$ cat config.mk
export PLATFORM = sky130hd
export DESIGN_NAME = xg_block_sync
export DESIGN_NICKNAME = d
export VERILOG_FILES = /design/src/rtl/xg_block_sync.sv
export SDC_FILE = /design/constraint.sdc
export NUM_CORES = 1
export LEC_CHECK = 0
export ABC_CLOCK_PERIOD_IN_PS = 6400
export BUFFER_PORTS_ARGS = -buffer_cell sky130_fd_sc_hd__buf_4
export CAP_MARGIN = 20
export CORE_ASPECT_RATIO = 1.2
export CORE_UTILIZATION = 63
export DETAILED_ROUTE_END_ITERATION = 6
export PLACE_DENSITY = 0.94
export SYNTH_ARGS = -nofsm -noshare
export SYNTH_HDL_FRONTEND = slang
export SYNTH_SLANG_ARGS = --single-unit
$ cat constraint.sdc
create_clock -name rx_clk -period 6.4 [get_ports rx_clk]
set_clock_uncertainty 0.15 [all_clocks]
set_input_delay 0.64 -clock rx_clk [delete_from_list [all_inputs] [get_ports rx_clk]]
set_output_delay 0.64 -clock rx_clk [all_outputs]
set_load 0.05 [all_outputs]
$ cat src/rtl/xg_block_sync.sv
//==============================================================================
// xg_block_sync : 64b/66b block lock (slip hunt, lock, header-error monitor)
// Rev 1.0 : initial release
//==============================================================================
`timescale 1ns/1ps
`default_nettype none

module xg_block_sync #(
  parameter int LOCK_COUNT  = 64,
  parameter int WINDOW      = 1024,
  parameter int MAX_INVALID = 16,
  parameter int SLIP_WAIT   = 32
) (
  input  logic        rx_clk,
  input  logic        rst_n,
  input  logic        rx_header_valid,
  input  logic [1:0]  rx_header,
  input  logic        sfp_los,
  input  logic        err_count_clear,
  output logic        rx_bitslip,
  output logic        block_lock,
  output logic        lock_lost,
  output logic [15:0] header_err_count
);

  localparam int c_GW = (LOCK_COUNT  > 1) ? $clog2(LOCK_COUNT)  : 1;
  localparam int c_WW = (WINDOW      > 1) ? $clog2(WINDOW)      : 1;
  localparam int c_BW = (MAX_INVALID > 1) ? $clog2(MAX_INVALID) : 1;
  localparam int c_TW = (SLIP_WAIT   > 1) ? $clog2(SLIP_WAIT)   : 1;

  localparam logic [c_GW-1:0] c_GOOD_LAST = c_GW'(LOCK_COUNT - 1);
  localparam logic [c_WW-1:0] c_WIN_LAST  = c_WW'(WINDOW - 1);
  localparam logic [c_BW-1:0] c_BAD_LAST  = c_BW'(MAX_INVALID - 1);
  localparam logic [c_TW-1:0] c_WAIT_LOAD = c_TW'(SLIP_WAIT - 1);

  localparam logic [1:0] c_ST_HUNT = 2'd0;
  localparam logic [1:0] c_ST_SLIP = 2'd1;
  localparam logic [1:0] c_ST_LOCK = 2'd2;

  logic [1:0]      r_state;
  logic [c_GW-1:0] r_good_cnt;
  logic [c_WW-1:0] r_win_cnt;
  logic [c_BW-1:0] r_bad_cnt;
  logic [c_TW-1:0] r_wait_cnt;
  logic            r_los_meta;
  logic            r_los_sync;
  logic            r_bitslip;
  logic            r_block_lock;
  logic            r_lock_lost;
  logic [15:0]     r_err_cnt;

  logic w_hdr_good;
  logic w_hdr_bad;
  logic w_err_inc;

  // 01/10 are the only legal sync headers: exactly one bit set
  assign w_hdr_good = rx_header_valid &&  (rx_header[1] ^ rx_header[0]);
  assign w_hdr_bad  = rx_header_valid && !(rx_header[1] ^ rx_header[0]);
  assign w_err_inc  = w_hdr_bad && !r_los_sync && (r_state != c_ST_SLIP);

  always_ff @(posedge rx_clk) begin
    if (!rst_n) begin
      r_los_meta <= 1'b0;
      r_los_sync <= 1'b0;
    end else begin
      r_los_meta <= sfp_los;
      r_los_sync <= r_los_meta;
    end
  end

  always_ff @(posedge rx_clk) begin
    if (!rst_n) begin
      r_state      <= c_ST_HUNT;
      r_good_cnt   <= '0;
      r_win_cnt    <= '0;
      r_bad_cnt    <= '0;
      r_wait_cnt   <= '0;
      r_bitslip    <= 1'b0;
      r_block_lock <= 1'b0;
      r_lock_lost  <= 1'b0;
    end else begin
      r_bitslip   <= 1'b0;
      r_lock_lost <= 1'b0;
      if (r_los_sync) begin
        // LOS overrides every header event and parks the hunt at zero
        r_state      <= c_ST_HUNT;
        r_good_cnt   <= '0;
        r_win_cnt    <= '0;
        r_bad_cnt    <= '0;
        r_wait_cnt   <= '0;
        r_block_lock <= 1'b0;
        r_lock_lost  <= r_block_lock;
      end else begin
        case (r_state)
          c_ST_HUNT: begin
            if (w_hdr_bad) begin
              r_bitslip  <= 1'b1;
              r_good_cnt <= '0;
              r_wait_cnt <= c_WAIT_LOAD;
              r_state    <= c_ST_SLIP;
            end else if (w_hdr_good) begin
              if (r_good_cnt == c_GOOD_LAST) begin
                r_good_cnt   <= '0;
                r_win_cnt    <= '0;
                r_bad_cnt    <= '0;
                r_block_lock <= 1'b1;
                r_state      <= c_ST_LOCK;
              end else begin
                r_good_cnt <= r_good_cnt + c_GW'(1);
              end
            end
          end
          c_ST_SLIP: begin
            if (r_wait_cnt == '0) begin
              r_state <= c_ST_HUNT;
            end else begin
              r_wait_cnt <= r_wait_cnt - c_TW'(1);
            end
          end
          c_ST_LOCK: begin
            if (rx_header_valid) begin
              // loss of lock takes precedence over the window boundary
              if (w_hdr_bad && (r_bad_cnt == c_BAD_LAST)) begin
                r_block_lock <= 1'b0;
                r_bitslip    <= 1'b1;
                r_lock_lost  <= 1'b1;
                r_win_cnt    <= '0;
                r_bad_cnt    <= '0;
                r_good_cnt   <= '0;
                r_wait_cnt   <= c_WAIT_LOAD;
                r_state      <= c_ST_SLIP;
              end else if (r_win_cnt == c_WIN_LAST) begin
                r_win_cnt <= '0;
                r_bad_cnt <= '0;
              end else begin
                r_win_cnt <= r_win_cnt + c_WW'(1);
                if (w_hdr_bad) begin
                  r_bad_cnt <= r_bad_cnt + c_BW'(1);
                end
              end
            end
          end
          default: begin
            r_state <= c_ST_HUNT;
          end
        endcase
      end
    end
  end

  // A clear that coincides with an error restarts at 1 so the error is kept
  always_ff @(posedge rx_clk) begin
    if (!rst_n) begin
      r_err_cnt <= '0;
    end else if (err_count_clear) begin
      r_err_cnt <= w_err_inc ? 16'd1 : 16'd0;
    end else if (w_err_inc && (r_err_cnt != 16'hFFFF)) begin
      r_err_cnt <= r_err_cnt + 16'd1;
    end
  end

  assign rx_bitslip       = r_bitslip;
  assign block_lock       = r_block_lock;
  assign lock_lost        = r_lock_lost;
  assign header_err_count = r_err_cnt;

endmodule

`default_nettype wire

# Yosys cells after proc, flatten, opt, wreduce, memory -nomap -nowiden
# Index checks and enable logic that the tools add are counted.
[totals] romBits=0 latchBits=0 mem_count=0 register_bits=48 inputBits=7 ramBits=0
[op_classes] n_reduce_logical=20 n_mux=48 add_sub_neg=5 eq_ne=18 multipliers=0 shifts=0 div_mod_pow=0 bitwise_logic=2 n_lt_le_gt_ge=0
[ops] operator="$mux 10" n=6
[ops] operator="$mux 16" n=2
[ops] operator="$mux 6" n=5
[ops] operator="$mux 4" n=7
[ops] operator="$mux 5" n=4
[ops] operator="$pmux 10 s2" n=1
[ops] operator="$add 16x1->16 const B" n=1
[ops] operator="$ne 16x16->1 const B" n=1
[ops] operator="$ne 2x2->1 const B" n=8
[ops] operator="$pmux 5 s3" n=1
[ops] operator="$reduce_and 5->1" n=3
[ops] operator="$mux 2" n=6
[ops] operator="$pmux 6 s2" n=1
[ops] operator="$reduce_and 6->1" n=2
[ops] operator="$mux 1" n=11
[ops] operator="$add 10x1->10 const B" n=1
[ops] operator="$eq 10x10->1 const B" n=1
[ops] operator="$pmux 4 s2" n=1
[ops] operator="$add 6x1->6 const B" n=1
[ops] operator="$eq 6x6->1 const B" n=1
[ops] operator="$logic_and 1x1->1" n=6
[ops] operator="$ne 3x3->1 const B" n=2
[ops] operator="$pmux 2 s3" n=1
[ops] operator="$logic_not 5->1" n=1
[ops] operator="16 further kinds" n=19

# Logic depth before layout (Yosys ltp)
[logic_depth] word_depth=8 depth_mapped=7

# Worst setup path before layout
# No wires, ideal clock.
[synth_path] path_kind="reg2reg" start="register r_err_cnt[2] (netlist: header_err_count[2])" end="register r_err_cnt[15] (netlist: header_err_count[15])" stages_incl_launch_ff=6 path_buffers=0 required_time_ns=6.179 setup_ns=0.071 path_slack_ns=4.260 period_less_slack_ns=2.140 t_arrival_ns=1.919 cell_sequence="dfxtp_1 and4_1 and3_1 nand3_4 or4_1 a21oi_1"
[synth_via] elab_chain_cells=3 elab_cells_between_ends=6
[synth_rtl] element="from (decl)" line="50" text="logic [15:0] r_err_cnt;"
[synth_rtl] element="from (signal assigned)" line="156" text="r_err_cnt <= w_err_inc ? 16'd1 : 16'd0;"
[synth_rtl] element="from (signal assigned)" line="158" text="r_err_cnt <= r_err_cnt + 16'd1;"
[synth_rtl] element="$add 16x1->16 or $ne 16x16->1 (tied branches)" line="158, 157"
[synth_rtl] element="$mux 16 or $logic_and 1x1->1 (tied branches)" line="157" text="end else if (w_err_inc && (r_err_cnt != 16'hFFFF)) begin"
[synth_rtl] element="$mux 16 or $reduce_bool 2->1 (tied branches)"
# Several ways; a longest one is shown, not always the timed one. The select of a mux whose other input is x is not followed.
# A chain may end at the register's enable or synchronous reset.

# Worst setup path in the final report
[layout_path] start="register r_good_cnt[0]" end="register r_bad_cnt[3]"
[layout_via] elab_chain_cells=3
[layout_rtl] element="from (decl)" line="41" text="logic [c_GW-1:0] r_good_cnt;"
[layout_rtl] element="from (signal assigned)" line="109" text="r_good_cnt <= r_good_cnt + c_GW'(1);"
[layout_rtl] element="$eq 6x6->1" line="102" text="if (r_good_cnt == c_GOOD_LAST) begin"
[layout_rtl] element="$ne 2x2->1 (no source line)"
[layout_rtl] element="$reduce_and 6->1 (no source line)"
[layout_rtl] element="to (signal assigned)" line="138" text="r_bad_cnt <= r_bad_cnt + c_BW'(1);"
[layout_rtl] element="to (decl)" line="43" text="logic [c_BW-1:0] r_bad_cnt;"
# Every way passes these cells.

==> results.md <==
- Largest net degree at the start of global routing: 21
- Period utilisation layout: 0.4217
- # H-tree levels: 2
- Initial antenna violation count: 0
- Result of the run: finished clean
- NumNets Final: 326
- Routed len/inst: 15.00 um
- Drt drc: 0
- Commonest non-fill, non-tap cell in the layout: dfxtp_1
- Area delta synth->final: 12.87%
- Final Setup Violations: 0
- Post-Synthesis Cell Area: 2470 um2
- Met2 Use GR: 0.4722
- Crit path cell chain: ha_1 -> inv_1 -> o41ai_2 -> o31a_1 -> nand2_1 -> o31ai_2
- Slowest stage delay, CP: 0.95 ns
- Worst slew margin: 0.3050
- Net Count, Synth: 301
- Die area: 4176 um2
- Register area: 960.9 um2
- Clk buf depth: 2
- Post-cts sizing count: 0
- First-pass GRT wire length: 9.114 mm
- CP Data Required Time: roughly 6.5 ns
- Seq/Total Area, Yosys: 0.3891
- Buf/Inv on CP: 1
- GR Util met3: 0.06216
- I/O Buffers: 25
- Slowest CP cell: o41ai_2
- TritonCTS Buffers: 5
- CTS tree: yes
- P_leak: between 0.9 and 1 nW
- Worst Path Arrival: between 2 and 3 ns
- Total core area: 3694 um2
- #FFs+latches synth: 48
- Vias: 2364
- RSZ-0062 raised after global routing: no
- Gate Count Post-Synth: 289
- CP startpoint kind: flip-flop
- DR iter-0 viols: 162
- Vias per cell: 6.441
- Hpwl dp: 3.897 mm
- Die Width: between 50 and 60 um
- Starting Density: 0.6687
- Crit Path Max Fanout: 13
- CTS clock-pin slew for the worst setup and hold paths: 0.09 ns
- Clock tree root buffer cell: clkbuf_8
- Most used routing layer: met2
- Number of I/O pins: 26
- Num Clock Sinks: 48
- Tmin final: between 2 and 3 ns
- Peak supply drop: 0.1519 mV
- Worst skew pair latency: 0.31 ns
- Tot GR Track Use: 0.2846
- Syn_area_per_cell: 8.546 um2
- Share of cells above drive strength 1: 0.1397
- Synth Warn #: 0
- DRT Pass-1 Iters: 4
- Die Height: 70.59 um
- Hold_buf cts: 0
- Footprint of the multi-input gates: 1450 um2
- CP Capture Type: flip-flop
- Max_cap viols: 0
- Final instance area: 2788 um2
- Worst hold path class: flip-flop to flip-flop
- Worst Max-Slew Pin Slew: 1.031 ns
- Top FF cell, synth: dfxtp_1
- Number of global-route vias before repair: 2156
- Std cell rows: 24
- Fmax: 370.5 MHz
- Gpl congestion: around 0.9
- Top delay family on crit path: compound AO/OA/AOI/OAI gates
- Grt total ovfl: 0
- Most frequent cells in the layout: dfxtp_1, nand3_1, nand2_1, buf_4, nor2_1
- Post-synth ARST share: 0
- Final ANT Viol Nets: 0
- PwrDens: approximately 200 nW/um2
- Buffer count from post-CTS setup fixing: 0
- Final Hold Fails: 0
- Post-DP Area: 2690 um2
- Fin. max-slew vios: 0
- Post-synth EDFFs: 0
- Synth unique cells: 58
- Met1 Usage GRT: 0.3380
- Setup total negative slack: 0 ns
- Ant. Diodes: 0
- Fin util: 0.7547
- Layout fillers: 294
- Critical path type: flip-flop to flip-flop
- Routed wire length: roughly 5.5 mm
[layout make-up]
cell class,instances,share of cell area
clock inverter,2,0.005386
sequential,48,0.3447
tap,52,0.02334
clock buffer,6,0.02962
multi-input combinational,227,0.5202
inverter,7,0.009426
timing repair buffer,25,0.06733
[kinds of logic (layout without fill, tap and decap cells)]
logic type,after synthesis,after routing,share of synthesized area
flip-flops,48,48,0.3891
XOR/XNOR,8,8,0.03445
adder cells (fa/ha/maj),5,5,0.02533
multiplexers,1,1,0.004053
AND/OR/NAND/NOR,142,142,0.3176
buffers and inverters,14,40,0.02381
AO/OA/AOI/OAI,71,71,0.2057
[synth_stat cells, types with 4 or more instances]
library cell  number  area (um2)
clkbuf_1           4       15.01
xor2_1             4       35.03
or3_1              7       43.79
inv_1              7       26.28
dfxtp_1           48       960.9
nor2b_1            5       31.28
nand2_1           25       93.84
and2_1             7       43.79
nand2b_1           8       50.05
nor2_1            21       78.83
and3_1             8       50.05
o41ai_1            4       35.03
nand3b_1           4       30.03
a311oi_1           5       43.79
and4_1             4       35.03
o21ai_0           11       55.05
nand3_1           29       145.1
nand4_1            6       37.54
ha_1               5       62.56
o31ai_1            6       45.04
a21oi_1           15       75.07
a211oi_1           4       30.03
nor3_1             6       30.03
[through the flow]
stage               setup WS (ns)  hold WS, ns  power, mW  std cells
finish                      3.701       0.3066     0.5580        367
detailed placement          3.556       0.2863     0.3674        359
global placement            3.711       0.2721     0.3652        359
floorplan                   4.260       0.2618     0.3533        289
CTS                         3.737       0.3079     0.5576        367
global route                3.487       0.3316     0.5789        367
[state kept, by name (all words and copies together), names as in the netlist]
name and count:
block_lock 1, header_err_count 16, lock_lost 1, r_bad_cnt 4
r_good_cnt 6, r_los_meta 1, r_los_sync 1, r_state 2
r_wait_cnt 5, r_win_cnt 10, rx_bitslip 1
[power by group]
group | internal, mW | switching [mW] | leakage, nW
clock | 0.0876 | 0.108 | 0.0434
sequential | 0.305 | 0.00608 | 0.389
combinational | 0.0185 | 0.0323 | 0.535
total | 0.411 | 0.147 | 0.967
[routing by layer]
| layer | wire, um | vias up | part of all wire |
|---|---|---|---|
| met5 | 0 | - | 0 |
| met4 | 143 | 0 | 0.026 |
| met3 | 262 | 12 | 0.048 |
| met2 | 2754 | 96 | 0.50 |
| met1 | 2345 | 1112 | 0.43 |
| li1 | - | 1144 | - |
[path summary, 6_finish.rpt]
path,startpoint,endpoint,slack [ns],cells after the start
min reg2reg,r_los_meta,r_los_sync,0.31,1
min,r_los_meta,r_los_sync,0.31,1
max reg2reg,r_good_cnt[0],r_bad_cnt[3],3.70,6
max,r_good_cnt[0],r_bad_cnt[3],3.70,6
No activity file was read; power rests on OpenSTA's default activity.
